## src/rtl/cpu_types_pkg.sv

```systemverilog
// Shared CPU datapath types.
package cpu_types_pkg;
   typedef logic [31:0] word_t;
endpackage

```

## src/rtl/icache_nway_pkg.sv

```systemverilog
// Types and geometry helpers for the N-way instruction cache.
package icache_nway_pkg;
   import cpu_types_pkg::*;

   typedef enum logic {IDLE, FILL} state_t;

   function automatic int off_w(int wpb);
      return $clog2(wpb);
   endfunction

   function automatic int idx_w(int sets);
      return $clog2(sets);
   endfunction

   function automatic int tag_w(int sets, int wpb);
      return 30 - $clog2(sets) - $clog2(wpb);
   endfunction

   // Way pointers keep at least one bit so WAYS=1 still has a legal vector.
   function automatic int way_w(int ways);
      return (ways > 1) ? $clog2(ways) : 1;
   endfunction

   localparam int DEF_SETS = 8;
   localparam int DEF_WPB  = 2;

   typedef struct packed {
      logic                               valid;
      logic [tag_w(DEF_SETS, DEF_WPB)-1:0] tag;
      word_t [DEF_WPB-1:0]                data;
   } line_t;
endpackage

```

## src/rtl/cache_victim_sel.sv

```systemverilog
// Per-set round-robin victim pointers; an invalid way always wins over the pointer.
module cache_victim_sel import icache_nway_pkg::*; #(
   parameter int SETS = 8,
   parameter int WAYS = 2
) (
   input  logic                     clk,
   input  logic                     rst,
   input  logic [idx_w(SETS)-1:0]   idx,
   input  logic [WAYS-1:0]          valid,
   input  logic                     adv,
   output logic [way_w(WAYS)-1:0]   victim
);
   localparam int WW = way_w(WAYS);

   logic [WW-1:0] ptr [SETS];

   always_ff @(posedge clk) begin
      if (rst) begin
         for (int s = 0; s < SETS; s++) ptr[s] <= '0;
      end else if (adv) begin
         ptr[idx] <= (ptr[idx] == WW'(WAYS-1)) ? '0 : ptr[idx] + 1'b1;
      end
   end

   always_comb begin
      victim = ptr[idx];
      for (int w = WAYS-1; w >= 0; w--)
         if (!valid[w]) victim = WW'(w);
   end
endmodule

```

## src/rtl/icache_nway.sv

```systemverilog
// N-way set-associative instruction cache with word-by-word block fill.
// Optional ICACHE_STATS_EN adds saturating hit_count / miss_count outputs.
module icache_nway import cpu_types_pkg::*, icache_nway_pkg::*; #(
   parameter int SETS            = 8,
   parameter int WAYS            = 2,
   parameter int WORDS_PER_BLOCK = 2
) (
   input  logic        CLK,
   input  logic        RST,
   input  logic        imemREN,
   input  logic [31:0] imemaddr,
   output logic        ihit,
   output logic [31:0] imemload,
   output logic        iREN,
   output logic [31:0] iaddr,
   input  logic [31:0] iload,
   input  logic        iwait
`ifdef ICACHE_STATS_EN
   ,
   output logic [31:0] hit_count,
   output logic [31:0] miss_count
`endif
);
   localparam int OW = off_w(WORDS_PER_BLOCK);
   localparam int IW = idx_w(SETS);
   localparam int TW = tag_w(SETS, WORDS_PER_BLOCK);
   localparam int WW = way_w(WAYS);
   localparam int CW = (OW > 0) ? OW : 1;
   localparam logic [CW-1:0] LAST = CW'(WORDS_PER_BLOCK-1);

   state_t          state, nstate;
   logic [IW-1:0]   idx, idx_q, sel_idx;
   logic [TW-1:0]   tag, tag_q;
   logic [CW-1:0]   woff, cnt;
   logic [WW-1:0]   victim, vic_q, hway;
   logic [WAYS-1:0] set_valid;
   logic [31:0]     base_q;
   logic            hit_any, accept, done;

   logic [WAYS-1:0] valid_q  [SETS];
   logic [TW-1:0]   tag_mem  [SETS][WAYS];
   word_t           data_mem [SETS][WAYS][WORDS_PER_BLOCK];

   logic unused;
   assign unused = ^imemaddr[1:0];

   assign idx   = imemaddr[2+OW +: IW];
   assign tag   = imemaddr[31 -: TW];
   assign woff  = imemaddr[2 +: CW] & LAST;
   assign idx_q = base_q[2+OW +: IW];
   assign tag_q = base_q[31 -: TW];

   // Lookup set follows the request in IDLE, the latched fill set in FILL.
   assign sel_idx   = (state == FILL) ? idx_q : idx;
   assign set_valid = valid_q[sel_idx];

   always_comb begin
      hit_any = 1'b0;
      hway    = '0;
      for (int w = 0; w < WAYS; w++)
         if (valid_q[idx][w] && tag_mem[idx][w] == tag) begin
            hit_any = 1'b1;
            hway    = WW'(w);
         end
   end

   assign accept = (state == FILL) && !iwait;
   assign done   = accept && (cnt == LAST);

   cache_victim_sel #(.SETS(SETS), .WAYS(WAYS)) u_vsel (
      .clk(CLK), .rst(RST), .idx(sel_idx), .valid(set_valid), .adv(done), .victim(victim)
   );

   always_ff @(posedge CLK) begin
      if (RST) state <= IDLE;
      else     state <= nstate;
   end

   always_comb begin
      nstate   = state;
      ihit     = 1'b0;
      imemload = '0;
      iREN     = 1'b0;
      iaddr    = '0;
      case (state)
         IDLE: if (imemREN) begin
            if (hit_any) begin
               ihit     = 1'b1;
               imemload = data_mem[idx][hway][woff];
            end else begin
               nstate = FILL;
            end
         end
         FILL: begin
            iREN  = 1'b1;
            iaddr = base_q + {{(30-CW){1'b0}}, cnt, 2'b00};
            if (done) nstate = IDLE;
         end
         default: nstate = IDLE;
      endcase
   end

   always_ff @(posedge CLK) begin
      if (RST) begin
         cnt    <= '0;
         base_q <= '0;
         vic_q  <= '0;
         for (int s = 0; s < SETS; s++) valid_q[s] <= '0;
      end else if (state == IDLE) begin
         if (imemREN && !hit_any) begin
            base_q <= {imemaddr[31:2+OW], {(2+OW){1'b0}}};
            vic_q  <= victim;
         end
      end else if (accept) begin
         cnt <= done ? '0 : cnt + 1'b1;
         if (done) valid_q[idx_q][vic_q] <= 1'b1;
      end
   end

   // Line storage carries no reset; valid bits alone gate what is returned.
   always_ff @(posedge CLK) begin
      if (accept) data_mem[idx_q][vic_q][cnt] <= iload;
      if (done)   tag_mem[idx_q][vic_q]       <= tag_q;
   end

`ifdef ICACHE_STATS_EN
   always_ff @(posedge CLK) begin
      if (RST) begin
         hit_count  <= '0;
         miss_count <= '0;
      end else if (state == IDLE && imemREN) begin
         if (hit_any) begin
            if (~&hit_count) hit_count <= hit_count + 32'd1;
         end else if (~&miss_count) begin
            miss_count <= miss_count + 32'd1;
         end
      end
   end
`endif
endmodule

```

## config.mk

```make
export PLATFORM = sky130hd
export DESIGN_NAME = icache_nway
export DESIGN_NICKNAME = d
export VERILOG_FILES = /design/src/rtl/cpu_types_pkg.sv /design/src/rtl/icache_nway_pkg.sv /design/src/rtl/cache_victim_sel.sv /design/src/rtl/icache_nway.sv
export SDC_FILE = /design/constraint.sdc
export NUM_CORES = 1
export LEC_CHECK = 0
export ABC_CLOCK_PERIOD_IN_PS = 11930
export CORE_ASPECT_RATIO = 1.4
export CORE_MARGIN = 4
export CORE_UTILIZATION = 34
export CTS_CLUSTER_SIZE = 16
export DETAILED_ROUTE_END_ITERATION = 16
export GPL_TIMING_DRIVEN = 0
export MAX_ROUTING_LAYER = met4
export PLACE_DENSITY = 0.59
export SLEW_MARGIN = 20
export SYNTH_ARGS = -nofsm -noshare
export SYNTH_HDL_FRONTEND = slang
export SYNTH_SLANG_ARGS = --single-unit
```

## constraint.sdc

```tcl
create_clock -name CLK -period 11.93 [get_ports CLK]
set_clock_uncertainty 0.05 [all_clocks]
set_input_delay 2.386 -clock CLK [delete_from_list [all_inputs] [get_ports CLK]]
set_output_delay 2.386 -clock CLK [all_outputs]
set_load 0.03 [all_outputs]
```

==> reports/metrics.cfg, run 1 <==
[timing]
fin_crit_sh_pct = 86.72
finalSetupViolCount = 0
slew-limit-headroom_pct = 24.98
max_freq_mhz = 96.66
drv_slew = 0
hold_viol = 0
setup_tns_ns = 0
worst_pin_slew_ns = 1.122
rsz0062_at_grt = false
post-route-min-period_ns = 10.35

[yosys]
yosysMostFrequentCell = edfxtp_1
synth-edff-count = 1448
muxShareOfSynthArea_pct = 18.09
netlist_top_cells_count = edfxtp_1, mux4_2, mux2i_1, nor2_1, nand2b_1
ys_seq_area_share_pct = 76.12
netlist_area_um2 = 58390
yosysTopAreaCell = edfxtp_1
synth_top_family_by_area = multiplexers
synth_top_area_share_pct = 74.47
synthCells = 2670
yosys.area_share.simple_pct = 2.719
synth_compound_area_share_pct = 1.311
synthAdderAreaFrac_pct = 0
synth_area_leaders = edfxtp_1, mux4_2, mux2i_1
ys_warn_count = 0
syn_area_per_cell_um2 = 21.87
ys_ff_latch = 1496
async_flop_share_pct = 0
ys.flop_type = edfxtp_1
synth-xor-area-share_pct = 0.5100
ys_types = 55

[global_route]
overflow = 0
grt_max_degree = 33
grt_pass1_wl_mm = 222.6
antenna_found_initial = 7
grt_usage_pct = 18.20
first_global_vias = 29750

[die]
rows = 179
die_y_um = 498.3
ios = 134
die_x_um = 358.2
die-area_um2 = 178500
core-area_um2 = 170400
start_util_pct = 34.26

[critical_path]
crit_start = imemaddr[4]
timing.rr.start = state
cp_max_fo = 10
rr_worst_depth = 6
critical_path_arrival_ns = 7.91
start_kind = input port
cp-end-kind = output pin
timing.rr.end = data_mem[4][10]
crit_type = input port to output pin
r2r_setup_slack_ns = 7.71
critPathCapture = imemload[28]
required_ns = 9.49

[min_path]
hold_path_class = register to register

[drt]
num_vias = 28840
ant_nets = 0
drc_errors = 0
routed_wl_mm = 157.9
firstDrtPassIters = 5
wire_per_inst_um = 29.10
drtIter0Drc = 3709
viasPerCell = 5.316

[cells_and_area]
layout-drive-gt1-share_pct = 26.64
layout.nets = 3099
final_area_um2 = 69830
area.growth.synth_to_final_pct = 19.60

[power_and_ir_drop]
pwr_density_cell_nw_per_um2 = 157.4
ir_worst_vdd_v = 0.0001487
power.leakage_nw = 22.11

[clocking]
clk_pin_slew_worst_paths_ns = 0.06
clk_path_buf_depth = 3
clk_latency_ns = 0.79
cts_buffers = 149
cts_setup_buffers = 0
cts-htree-levels = 4
ctsHoldBuffers = 0
cts_tree = done
root_buffer = clkbuf_16
cts_sinks = 1496
cts-resized-gates = 0

[placed_design]
hpwl_mm = 104.5
place_area_um2 = 65020
portBuffers = 124
place_congestion = 0.8446

[run_status]
status = completed

[flow_run]
maxCapViolCount = 0

-- routing by layer --
metal / vias to the layer above / routed length [µm] / share of wire (%) / global-route usage [%]
met5: - / 0 / 0 / -
met4: 0 / 5116 / 3.2 / 6.107
met3: 264 / 10210 / 6.5 / 3.463
met2: 1157 / 80010 / 51 / 29.60
met1: 15560 / 62570 / 40 / 23.02
li1: 11870 / - / - / -
-- registers in the layout, summed over array words and instances, names as in the netlist --
signal	count
vic_q	1
state	1
u_vsel.ptr	8
tag_mem	416
valid_q	16
base_q	29
data_mem	1024
cnt	1
-- cell usage in the layout, fill, tap and decap left out, types with 8 or more instances in the layout --
master / netlist / layout
clkbuf_1: 58 / 89
clkinvlp_4: 0 / 8
xor2_1: 23 / 23
clkdlybuf4s50_1: 0 / 121
a21oi_1: 19 / 19
nand2_1: 24 / 24
mux2_2: 14 / 14
nand3_1: 10 / 10
nand2b_1: 63 / 63
a22oi_1: 35 / 35
nor2_1: 131 / 83
clkbuf_2: 0 / 12
clkbuf_16: 0 / 151
mux2i_1: 182 / 182
and3_1: 12 / 12
buf_6: 9 / 10
buf_1: 25 / 12
a211oi_1: 9 / 9
clkinv_1: 0 / 23
edfxtp_1: 1448 / 1448
clkinv_2: 0 / 24
bufinv_16: 0 / 9
mux4_2: 381 / 381
dfxtp_1: 48 / 48
buf_16: 0 / 64
xnor2_1: 11 / 11
and2_1: 33 / 33
buf_2: 31 / 44
nor2_4: 0 / 48
buf_4: 19 / 19
buf_12: 0 / 19
-- power by group --
group          switching [mW]  total [mW]  leakage [nW]  internal [mW]
logic                   0.339       0.567          6.13          0.228
clock network            2.02        4.60          2.32           2.59
registers              0.0354        5.82          13.7           5.79
-- layout make-up --
| cell class | instances | area [µm²] |
|---|---|---|
| multi-input cells | 1028 | 13580 |
| flip-flops and latches | 1496 | 44440 |
| repair buffers | 209 | 3395 |
| inverters | 5 | 18.77 |
| clock buffers | 197 | 4011 |
| clock inverters | 80 | 793.3 |
| plain buffers | 142 | 738.2 |
| fillers | 14730 | 100600 |
| well taps | 2262 | 2830 |
| diodes | 7 | 17.52 |
-- cells by family (layout without fill, tap and decap cells) --
| kind of cell | Yosys count | count (layout) |
|---|---|---|
| other | 1 | 9 |
| multiplexers | 577 | 577 |
| AO/OA/AOI/OAI | 105 | 105 |
| flip-flops | 1496 | 1496 |
| buffers and inverters | 147 | 633 |
| AND/OR/NAND/NOR | 310 | 310 |
| XOR/XNOR | 34 | 34 |
-- worst max-delay path: stages --
cell and delay (ns):
buf_4 0.18, buf_4 0.29, buf_6 0.23, buf_2 0.45
buf_2 0.52, buf_1 0.84, clkbuf_1 0.78, mux4_2 0.41
mux4_2 0.50, mux2i_1 0.56, nor2_1 0.10, clkdlybuf4s50_1 0.62
-- how the worst min path moves through the flow --
stage                  start            end  slack, ns  depth (start not counted)
6_report       valid_q[5][1]  valid_q[5][1]       0.46                          2
5_1_grt        valid_q[4][1]  valid_q[4][1]       0.48                          2
4_1_cts        valid_q[5][1]  valid_q[5][1]       0.45                          2
3_5_place_dp   valid_q[5][1]  valid_q[5][1]       0.44                          2
3_3_place_gp   valid_q[1][1]  valid_q[1][1]       0.42                          2
2_1_floorplan  valid_q[5][1]  valid_q[5][1]       0.40                          2
-- stage by stage --
| step | worst slack [ns] | hold slack (ns) | cells | power [mW] | util, % |
|---|---|---|---|---|---|
| floorplan | 4.200 | 0.4001 | 2671 | 6.236 | - |
| global placement | 1.489 | 0.4247 | 5057 | 6.486 | 36.65 |
| detailed placement | 1.474 | 0.4415 | 5142 | 6.508 | 38.15 |
| CTS | 1.471 | 0.4538 | 5419 | 11.08 | 40.97 |
| global route | 1.530 | 0.4844 | 5424 | 11.34 | 40.97 |
| finish | 1.584 | 0.4555 | 5426 | 10.99 | 40.97 |
No activity file was read; power rests on OpenSTA's default activity.
==> run 2, diff against run 1 <==
PLACE_DENSITY = unset   (was 0.59)
==> run 2 against run 1 <==
Against the previous run: flip-flop and latch count stayed put; non-clock buffer count stayed put; count of clock-buffer cells in the layout down 9; first-iteration DRC count is 14% lower; highest routed layer unchanged.
==> reports/metrics.cfg, run 2 (synthesis gave the netlist of run 1 again) <==
[min_path]
hold_path_class = register to register
hold_start = valid_q[1][1]

[placed_design]
portBuffers = 124  ; unchanged
hpwl_mm = 106.4  ; +1.8%
place_congestion = 0.8425  ; -0.25%

[critical_path]
worst_path_max_delay_cell = clkbuf_1
cp_max_fo = 10  ; unchanged
timing.rr.start = state
critical_path_arrival_ns = 7.96  ; +0.05 ns
cp-end-kind = output pin
required_ns = 9.49  ; about the same
crit_start = imemaddr[4]
crit_chain = buf_4 > buf_4 > buf_6 > buf_2 > buf_2 > clkbuf_1 > clkbuf_1 > mux4_2 > mux4_2 > mux2i_1 > nor2_1 > clkdlybuf4s50_1
max_stage_delay_ns = 0.95  ; +0.11 ns
start_kind = input port
crit_type = input port to output pin

[timing]
rsz0062_at_grt = false
drv_slew = 0  ; unchanged
hold_viol = 0  ; unchanged
worst_pin_slew_ns = 1.190  ; +0.06839 ns
hold_slack_ns = 0.4477  ; -0.007748 ns
max_freq_mhz = 96.20  ; -0.47%
fin_crit_sh_pct = 87.13  ; +0.41 points
setup_tns_ns = 0  ; unchanged
post-route-min-period_ns = 10.40  ; +0.04926 ns
finalSetupViolCount = 0  ; unchanged
slew-limit-headroom_pct = 20.66  ; -4.3 points

[global_route]
grt_max_degree = 33  ; unchanged
antenna_found_initial = 8  ; +1
overflow = 0  ; unchanged
first_global_vias = 29870  ; +0.39%
grt_usage_pct = 18.24  ; +0.034 points
grt_pass1_wl_mm = 223.8  ; +0.56%

[clocking]
root_buffer = clkbuf_16
clk_path_buf_depth = 3  ; unchanged
cts-resized-gates = 0  ; unchanged
cts_buffers = 150  ; +0.67%
cts_sinks = 1496  ; unchanged
clk_pin_slew_worst_paths_ns = 0.06  ; about the same
cts_setup_buffers = 0  ; unchanged
cts_tree = done
ctsHoldBuffers = 0  ; unchanged
clk_latency_ns = 0.77  ; -0.02 ns
cts-htree-levels = 4  ; unchanged

[cells_and_area]
layout.nets = 3100  ; +0.032%
fill_cells = 14750  ; +0.15%
layout_common_cells = edfxtp_1, mux4_2, mux2i_1
layout_commonest_cell = edfxtp_1
layout-drive-gt1-share_pct = 26.69  ; +0.049 points
area.growth.synth_to_final_pct = 20.05
regMostFlops = data_mem
largest_register_ffs = 1024  ; unchanged
reg_top3 = data_mem (1024), tag_mem (416), base_q (29)

[drt]
drtIter0Drc = 3198  ; -14%
drc_errors = 0  ; unchanged
wire_per_inst_um = 29.19  ; +0.31%
viasPerCell = 5.342  ; +0.48%
num_vias = 28950  ; +0.37%
ant_nets = 0  ; unchanged
routed_wl_mm = 158.2  ; +0.20%
firstDrtPassIters = 5  ; unchanged

[power_and_ir_drop]
ir_worst_vdd_v = 0.0001713  ; +15%
pwr_density_cell_nw_per_um2 = 159.7  ; +1.5%
power.leakage_nw = 22.26  ; +0.69%

[run_status]
status = completed

[die]
die-area_um2 = 178500  ; unchanged
rows = 179  ; unchanged
ios = 134  ; unchanged
core-area_um2 = 170400  ; unchanged
die_y_um = 498.3  ; unchanged
start_util_pct = 34.26  ; unchanged
die_x_um = 358.2  ; unchanged

[flow_run]
maxCapViolCount = 0  ; unchanged

-- run 2: cell count changes in the layout (fill, tap and decap cells not counted), sizes merged --
| cell | before | now |
|---|---|---|
| clkbuf | 258 | 249 |
| bufinv | 9 | 17 |
| diode | 7 | 3 |
| inv | 8 | 11 |
| clkinv | 60 | 58 |
| clkinvlp | 8 | 6 |
| buf | 169 | 168 |
| clkdlybuf4s50 | 121 | 122 |
-- run 2: final cells by class --
cell class              count  area [µm²]  share of cell area [%]
clock inverters            87       920.9                   1.314
diodes                      3       7.507                 0.01071
repair buffers            209        3476                   4.959
multi-input cells        1028       13580                   19.38
flip-flops and latches   1496       44440                   63.41
clock buffers             188        4075                   5.814
inverters                   5       18.77                 0.02678
well taps                2262        2830                   4.038
plain buffers             142       738.2                   1.053
-- run 2: worst max-delay path, delay by kind of cell --
family / cells / cell delay (ns)
buffers and inverters: 8 / 3.99
multiplexers: 3 / 1.45
AND/OR/NAND/NOR: 1 / 0.10
-- run 2: routing by layer --
layer  vias up  GRT usage (%)  part of all wire (%)
li1      11900              -                     -
met4         0          6.124                   3.3
met2      1240          29.56                    50
met1     15520          22.91                    39
met3       292          3.825                   7.5
met5         -              -                     0
-- run 2: power by group --
group	internal [mW]	total, mW	switching [mW]
sequential	5.79	5.82	0.0355
combinational	0.228	0.568	0.340
clock	2.80	4.80	2.00
total	8.81	11.2	2.38
-- run 2: worst paths after layout --
| check | to | slack (ns) | cells after the start |
|---|---|---|---|
| hold reg to reg | valid_q[1][1] | 0.45 | 2 |
| hold / removal | valid_q[1][1] | 0.45 | 2 |
| setup / recovery | imemload[28] | 1.53 | 12 |
| setup reg to reg | data_mem[0][18] | 7.74 | 6 |
-- run 2: through the flow --
| stage | std cells | total power, mW | instance area [µm²] | util (%) | setup WS, ns |
|---|---|---|---|---|---|
| after floorplan | 2671 | 6.236 | 58390 | - | 4.200 |
| after global placement | 5057 | 6.483 | 62460 | 36.65 | 1.581 |
| after detailed placement | 5142 | 6.506 | 65090 | 38.19 | 1.513 |
| after CTS | 5417 | 11.27 | 70080 | 41.12 | 1.491 |
| after global routing | 5420 | 11.52 | 70090 | 41.13 | 1.419 |
| final | 5420 | 11.19 | 70090 | 41.13 | 1.535 |
